--- src/rtl/prefetch_sched.sv ---
// -----------------------------------------------------------------------------
// prefetch_sched
//
// Round-robin scheduler that shares one 3D spatial prefetch engine among N_REQ
// requesters. It accepts one base address at a time and starts the engine with
// it. The engine's neighbour-address candidates are tagged with the owning
// requester ID and buffered in a FIFO that drains over a valid/ready port
// towards the NAND read queue. A watchdog abandons a run whose engine never
// reports done.
//
// Optional build macro:
//   PREFETCH_SCHED_DEDUP_EN - keep a 4-entry history of recently issued base
//                             addresses and drop candidates that match one.
//
// Ports:
//   clock, reset        clock; asynchronous active-high reset
//   req_valid_i         per-requester request valid
//   req_addr_i          flattened base addresses, requester k at [k*ADDR_WIDTH +: ADDR_WIDTH]
//   req_ready_o         one-hot accept for the round-robin winner (IDLE only)
//   eng_start_o         one-cycle engine start pulse
//   eng_addr_o          base address of the current/last run
//   eng_cand_valid_i    engine candidate valid
//   eng_cand_addr_i     engine candidate address
//   eng_done_i          engine run finished (may coincide with last candidate)
//   out_valid_o         FIFO head available
//   out_ready_i         downstream accept
//   out_addr_o          FIFO head candidate address
//   out_id_o            FIFO head owning requester
//   busy_o              high whenever the scheduler is not idle
//   timeout_o           one-cycle pulse on watchdog expiry
// -----------------------------------------------------------------------------
module prefetch_sched #(
    parameter int ADDR_WIDTH     = 32,
    parameter int N_REQ          = 4,
    parameter int ID_W           = $clog2(N_REQ),
    parameter int MAX_CAND       = 6,
    parameter int FIFO_DEPTH     = 8,
    parameter int TIMEOUT_CYCLES = 64
) (
    input  logic                        clock,
    input  logic                        reset,
    input  logic [N_REQ-1:0]            req_valid_i,
    input  logic [N_REQ*ADDR_WIDTH-1:0] req_addr_i,
    output logic [N_REQ-1:0]            req_ready_o,
    output logic                        eng_start_o,
    output logic [ADDR_WIDTH-1:0]       eng_addr_o,
    input  logic                        eng_cand_valid_i,
    input  logic [ADDR_WIDTH-1:0]       eng_cand_addr_i,
    input  logic                        eng_done_i,
    output logic                        out_valid_o,
    input  logic                        out_ready_i,
    output logic [ADDR_WIDTH-1:0]       out_addr_o,
    output logic [ID_W-1:0]             out_id_o,
    output logic                        busy_o,
    output logic                        timeout_o
);

    localparam int PTR_W = (FIFO_DEPTH > 1) ? $clog2(FIFO_DEPTH) : 1;
    localparam int CNT_W = $clog2(FIFO_DEPTH + 1);
    localparam int WD_W  = (TIMEOUT_CYCLES > 1) ? $clog2(TIMEOUT_CYCLES) : 1;

    typedef enum logic [1:0] {
        IDLE  = 2'd0,
        START = 2'd1,
        WAIT  = 2'd2
    } state_t;

    typedef struct packed {
        logic [ID_W-1:0]       id;
        logic [ADDR_WIDTH-1:0] addr;
    } cand_t;

    state_t                state_q, state_d;
    logic [ID_W-1:0]       rr_ptr_q;
    logic [ADDR_WIDTH-1:0] base_addr_q;
    logic [ID_W-1:0]       base_id_q;
    logic [WD_W-1:0]       wdog_q;

    logic [PTR_W-1:0]      wr_ptr_q, rd_ptr_q;
    logic [CNT_W-1:0]      count_q;
    cand_t                 fifo_mem [FIFO_DEPTH];

    logic [ADDR_WIDTH-1:0] req_addr [N_REQ];
    logic [N_REQ-1:0]      req_rot;
    logic                  any_req;
    logic [ID_W-1:0]       win_id;
    logic [ID_W:0]         win_sum;
    logic [N_REQ-1:0]      win_onehot;
    logic                  has_space;
    logic                  accept;

    logic                  fifo_full;
    logic                  dup_hit;
    logic                  push;
    logic                  pop;
    cand_t                 head;

    // -------------------------------------------------------------------------
    // Round-robin arbitration
    // -------------------------------------------------------------------------
    always_comb begin
        for (int k = 0; k < N_REQ; k++) begin
            req_addr[k] = req_addr_i[k*ADDR_WIDTH +: ADDR_WIDTH];
        end
    end

    // Rotate the request vector so bit 0 is the requester at the RR pointer;
    // the first set bit of the rotated vector is then the winner's offset.
    assign req_rot = N_REQ'({req_valid_i, req_valid_i} >> rr_ptr_q);

    always_comb begin
        any_req = 1'b0;
        win_sum = '0;
        win_id  = '0;
        for (int i = 0; i < N_REQ; i++) begin
            if (!any_req && req_rot[i]) begin
                any_req = 1'b1;
                win_sum = {1'b0, rr_ptr_q} + (ID_W+1)'(i);
            end
        end
        // rr_ptr < N_REQ and offset < N_REQ, so one subtraction wraps it.
        if (win_sum >= (ID_W+1)'(N_REQ)) begin
            win_sum = win_sum - (ID_W+1)'(N_REQ);
        end
        win_id = win_sum[ID_W-1:0];
    end

    assign win_onehot = N_REQ'(1) << win_id;

    // A run can deliver up to MAX_CAND candidates, so only start one when the
    // FIFO can absorb all of them even if nothing drains meanwhile.
    assign has_space = (CNT_W'(FIFO_DEPTH) - count_q) >= CNT_W'(MAX_CAND);
    assign accept    = (state_q == IDLE) && any_req && has_space;

    // -------------------------------------------------------------------------
    // Control FSM
    // -------------------------------------------------------------------------
    // NOTE: sequential state uses non-blocking assignments so every register
    // samples the pre-edge value of every other register.
    always_ff @(posedge clock or posedge reset) begin
        if (reset) begin
            state_q <= IDLE;
        end else begin
            state_q <= state_d;
        end
    end

    // NOTE: every output of this block is given a default first, so no path
    // through the case statement leaves a signal unassigned (no latches).
    always_comb begin
        state_d     = state_q;
        req_ready_o = '0;
        eng_start_o = 1'b0;
        timeout_o   = 1'b0;
        case (state_q)
            IDLE: begin
                if (accept) begin
                    req_ready_o = win_onehot;
                    state_d     = START;
                end
            end
            START: begin
                eng_start_o = 1'b1;
                state_d     = WAIT;
            end
            WAIT: begin
                if (eng_done_i) begin
                    state_d = IDLE;
                end else if (wdog_q == WD_W'(TIMEOUT_CYCLES - 1)) begin
                    timeout_o = 1'b1;
                    state_d   = IDLE;
                end
            end
            default: state_d = IDLE;
        endcase
    end

    assign busy_o     = (state_q != IDLE);
    assign eng_addr_o = base_addr_q;

    // Latched request, round-robin pointer and watchdog.
    always_ff @(posedge clock or posedge reset) begin
        if (reset) begin
            rr_ptr_q    <= '0;
            base_addr_q <= '0;
            base_id_q   <= '0;
            wdog_q      <= '0;
        end else begin
            if (accept) begin
                base_addr_q <= req_addr[win_id];
                base_id_q   <= win_id;
                rr_ptr_q    <= (win_id == ID_W'(N_REQ - 1)) ? '0 : win_id + ID_W'(1);
            end
            if (state_q == START) begin
                wdog_q <= '0;
            end else if (state_q == WAIT) begin
                wdog_q <= wdog_q + WD_W'(1);
            end
        end
    end

    // -------------------------------------------------------------------------
    // Duplicate filter
    // -------------------------------------------------------------------------
`ifdef PREFETCH_SCHED_DEDUP_EN
    localparam int HIST_N = 4;

    logic [ADDR_WIDTH-1:0] hist_addr [HIST_N];
    logic [HIST_N-1:0]     hist_valid_q;
    logic [1:0]            hist_ptr_q;

    // Only the valid bits and the replacement pointer need a reset; the
    // address slots are never consulted while their valid bit is low.
    always_ff @(posedge clock or posedge reset) begin
        if (reset) begin
            hist_valid_q <= '0;
            hist_ptr_q   <= '0;
        end else if (state_q == START) begin
            hist_valid_q[hist_ptr_q] <= 1'b1;
            hist_ptr_q               <= hist_ptr_q + 2'd1;
        end
    end

    always_ff @(posedge clock) begin
        if (state_q == START) begin
            hist_addr[hist_ptr_q] <= base_addr_q;
        end
    end

    // The current run's base is already in the history during WAIT, so an
    // engine echoing its own base address is filtered as well.
    always_comb begin
        dup_hit = 1'b0;
        for (int h = 0; h < HIST_N; h++) begin
            if (hist_valid_q[h] && (hist_addr[h] == eng_cand_addr_i)) begin
                dup_hit = 1'b1;
            end
        end
    end
`else
    assign dup_hit = 1'b0;
`endif

    // -------------------------------------------------------------------------
    // Candidate FIFO
    // -------------------------------------------------------------------------
    function automatic logic [PTR_W-1:0] ptr_inc(input logic [PTR_W-1:0] p);
        return (p == PTR_W'(FIFO_DEPTH - 1)) ? '0 : p + PTR_W'(1);
    endfunction

    assign fifo_full = (count_q == CNT_W'(FIFO_DEPTH));
    // Stray candidates outside WAIT and excess candidates on a full FIFO are
    // dropped.
    assign push      = (state_q == WAIT) && eng_cand_valid_i && !dup_hit && !fifo_full;
    assign pop       = out_valid_o && out_ready_i;

    always_ff @(posedge clock or posedge reset) begin
        if (reset) begin
            wr_ptr_q <= '0;
            rd_ptr_q <= '0;
            count_q  <= '0;
        end else begin
            if (push) begin
                wr_ptr_q <= ptr_inc(wr_ptr_q);
            end
            if (pop) begin
                rd_ptr_q <= ptr_inc(rd_ptr_q);
            end
            case ({push, pop})
                2'b10:   count_q <= count_q + CNT_W'(1);
                2'b01:   count_q <= count_q - CNT_W'(1);
                default: count_q <= count_q;
            endcase
        end
    end

    // NOTE: the storage array has no reset; the pointers and count define
    // which entries are live, and unreset storage maps onto plain RAM.
    always_ff @(posedge clock) begin
        if (push) begin
            fifo_mem[wr_ptr_q] <= '{id: base_id_q, addr: eng_cand_addr_i};
        end
    end

    assign head        = fifo_mem[rd_ptr_q];
    assign out_valid_o = (count_q != '0);
    // Gate the head so the data outputs read zero while the FIFO is empty.
    assign out_addr_o  = out_valid_o ? head.addr : '0;
    assign out_id_o    = out_valid_o ? head.id   : '0;

endmodule

--- config.mk ---
export PLATFORM = sky130hd
export DESIGN_NAME = prefetch_sched
export DESIGN_NICKNAME = d
export VERILOG_FILES = /design/src/rtl/prefetch_sched.sv
export SDC_FILE = /design/constraint.sdc
export NUM_CORES = 1
export LEC_CHECK = 0
export CORE_MARGIN = 2
export CORE_UTILIZATION = 50
export CTS_BUF_LIST = sky130_fd_sc_hd__clkbuf_8
export DETAILED_ROUTE_END_ITERATION = 8
export PLACE_DENSITY = 0.72
export SETUP_SLACK_MARGIN = 0.02
export SYNTH_ARGS = -nofsm -noshare
export SYNTH_HDL_FRONTEND = slang
export SYNTH_SLANG_ARGS = --single-unit
export TNS_END_PERCENT = 10
--- constraint.sdc ---
create_clock -name clock -period 6.7 [get_ports clock]
set_clock_uncertainty 0.05 [all_clocks]
set_input_delay 1.005 -clock clock [delete_from_list [all_inputs] [get_ports clock]]
set_output_delay 1.005 -clock clock [all_outputs]
set_load 0.01 [all_outputs]
==> metrics.txt <==
status finished, final reports clean; syn avg cell area 16.4 um^2; layout cells sized above 1 15.2%; Pre-Repair DR Iteration Count 4; Post-Syn Instances 848; Netlist Area Pre-Place 13900 um^2; #FFs+latches synth 326; WL per Instance 21.2 um; global-route wire length before repair 47.8 mm; Post-Place Setup Slack 2.04 ns; CTS Hold Bufs 0; final wirelength 32.1 mm; post-route setup slack 2.02 ns; CP required 5.64 ns; clock slew at reported path FFs 0.06 ns; Hold WS 0.432 ns; area grow syn2layout 27.3%; Synth top area share 58.6%; DR vias 8360; Die X-Extent 171 um; CTS tree yes; Crit path largest cell delay 0.81 ns; maximum VDD drop 0.000201 V; final core occ 64.2%; Max transition margin 28.1%; clk sinks 326; H-tree levels 2; Fmax 214 MHz; Final ANT Viol Nets 0; post_cts resized 0; die extent in y 171 um; RSZ-0062 raised after global routing false; top cells by area, synth edfxtp_1 (59%), mux4_2 (11%), dfrtp_1 (9.7%), a211oi_1 (3.4%), and3_1 (2.9%); Vias/cell 5.52; Fin. Hold Viols 0; startpoint types input pin; Initial Util 50.5%; most frequent CP cell clkdlybuf4s50_1; nets@finish 1283; Slew Viols, Final 0; crit path capture type output port; # Max-Cap Violations 0; Yosys Warn Count 0; GRT Resource Usage Total 21.9%; HPWL after DPL 19.6 mm; largest net degree at the start of global routing 73; Post-CTS Setup Repair Bufs 0; port bufs 242; final setup fails 0; vias in the first global route 8617; starting DRC count in detailed routing 560; Crit Path Max Fanout 65; Row Count 61; Syn Nets 1034; Slowest cell on crit path o21bai_4; kind of critical path in2out; Final Cycle Share 69.8%; total negative slack 0 ns; Cell Pwr Density 398 nW/um^2; Pleak 6.37 nW; die area 29200 um^2; crit-path cells clkdlybuf4s50_1, nor2b_1, o21bai_4, and2_1, ha_1, inv_1, nor2_1, clkdlybuf4s50_1; post-synthesis sequential area ratio 68.3%; GR Overflow Total 0; minimum clock period 4.68 ns; Ports 243; Worst-Skew Late Latency 0.56 ns; area leader, netlist edfxtp_1; worst slew pin tran 1.08 ns; CTS root buf clkbuf_8; Pwr Total 7.06 mW; CTS max path bufs 3; routability cong. 0.940; total CTS buffers 50; antenna violations before repair 3; DRC 0; core area 27600 um^2; Hold Crit Class reg2reg; crit path DAT 3.62 ns; synth unique cells 41
[per-stage QoR]
stage | cells | cell area [um^2]
finish | 1514 | 17700
global route | 1514 | 17700
CTS | 1513 | 17700
detailed placement | 1423 | 16700
global placement | 1423 | 16700
floorplan | 848 | 13900
[synthesized netlist by cell type]
library cell,number
mux4_2,68
buf_4,7
clkinv_4,1
and2_1,1
dfrtp_1,54
edfxtp_1,272
nand3b_1,1
nand3_1,2
nor2_1,48
ha_1,17
buf_2,16
inv_1,15
o21ai_0,9
a21oi_1,9
and3_1,64
nand4_1,2
and3b_1,1
nand2b_1,6
nand2_1,43
mux2_2,6
buf_6,3
clkbuf_1,31
o21bai_1,1
a211oi_1,64
nor3_2,1
a21o_1,3
nor4_1,2
buf_1,5
o22ai_1,1
inv_2,1
o21ba_2,1
nor2b_1,4
mux2i_1,35
nor3_1,8
o31ai_1,32
xnor2_1,4
a221o_1,1
or3_1,2
a211o_1,1
a22o_1,1
xor2_1,5
[routing by layer]
metal	track usage (%)	share of wire [%]	up-vias
met1	25.4	38	4127
met2	39.0	52	305
met3	5.90	7.0	66
li1	-	-	3858
met5	0	0.081	-
met4	7.96	2.9	4
[critical path: cells and delay by family]
kind | cells | cell delay (ns)
AO/OA/AOI/OAI | 1 | 0.81
adder cells (fa/ha/maj) | 1 | 0.17
AND/OR/NAND/NOR | 3 | 0.59
buffers and inverters | 3 | 1.05
[cell type report]
cell class / count / area [um^2]
timing repair buffer: 259 / 2550
sequential: 326 / 9530
multi-input combinational: 443 / 4120
clock inverter: 38 / 293
tap: 378 / 473
fill: 2092 / 9880
clock buffer: 52 / 716
antenna: 1 / 2.50
inverter: 17 / 68.8
[where the power goes]
part / internal (mW) / switching (mW) / leakage (nW) / total [mW]
Clock: 0.914 / 0.734 / 0.558 / 1.65
Sequential: 2.45 / 0.295 / 3.11 / 2.75
Combinational: 1.41 / 1.25 / 2.70 / 2.67
[layout by cell type (no fill, tap or decap), types with 6 or more instances in the layout]
cell               n
edfxtp_1         272
clkdlybuf4s50_1  242
mux4_2            68
and3_1            64
a211oi_1          64
clkbuf_8          52
dfrtp_1           51
nor2_1            45
nand2_1           43
mux2i_1           35
o31ai_1           32
inv_1             28
ha_1              17
buf_4             17
clkinv_1          13
o21ai_0            9
a21oi_1            9
nand2b_1           6
mux2_2             6
[cells by family after synthesis]
group	synth area share, %
compound gates	6.35
xor+xnor	0.565
fa+ha+maj	1.53
buf+inv	2.66
flops	68.3
mux	14.0
simple gates	6.63
[state kept, by name, summed over array words and instances, names as in the netlist]
name / count
wdog_q: 6
eng_addr_o: 32
wr_ptr_q: 3
rd_ptr_q: 3
fifo_mem: 272
rr_ptr_q: 2
count_q: 4
base_id_q: 2
state_q: 2
[final timing paths]
path	slack [ns]	from	depth (start not counted)	end
max	2.02	req_valid_i[0]	8	req_ready_o[2]
min	0.43	eng_addr_o[0]$_DFFE_PP0N_	2	eng_addr_o[0]$_DFFE_PP0N_
max reg2reg	3.37	count_q[0]$_DFFE_PP0P_	14	count_q[3]$_DFFE_PP0P_
min reg2reg	0.43	eng_addr_o[0]$_DFFE_PP0N_	2	eng_addr_o[0]$_DFFE_PP0N_
max in group asynchronous	5.09	reset	3	rd_ptr_q[0]$_DFFE_PP0P_
min in group asynchronous	0.91	reset	3	eng_addr_o[1]$_DFFE_PP0N_
Note: power is estimated with default switching activity, not from simulation.
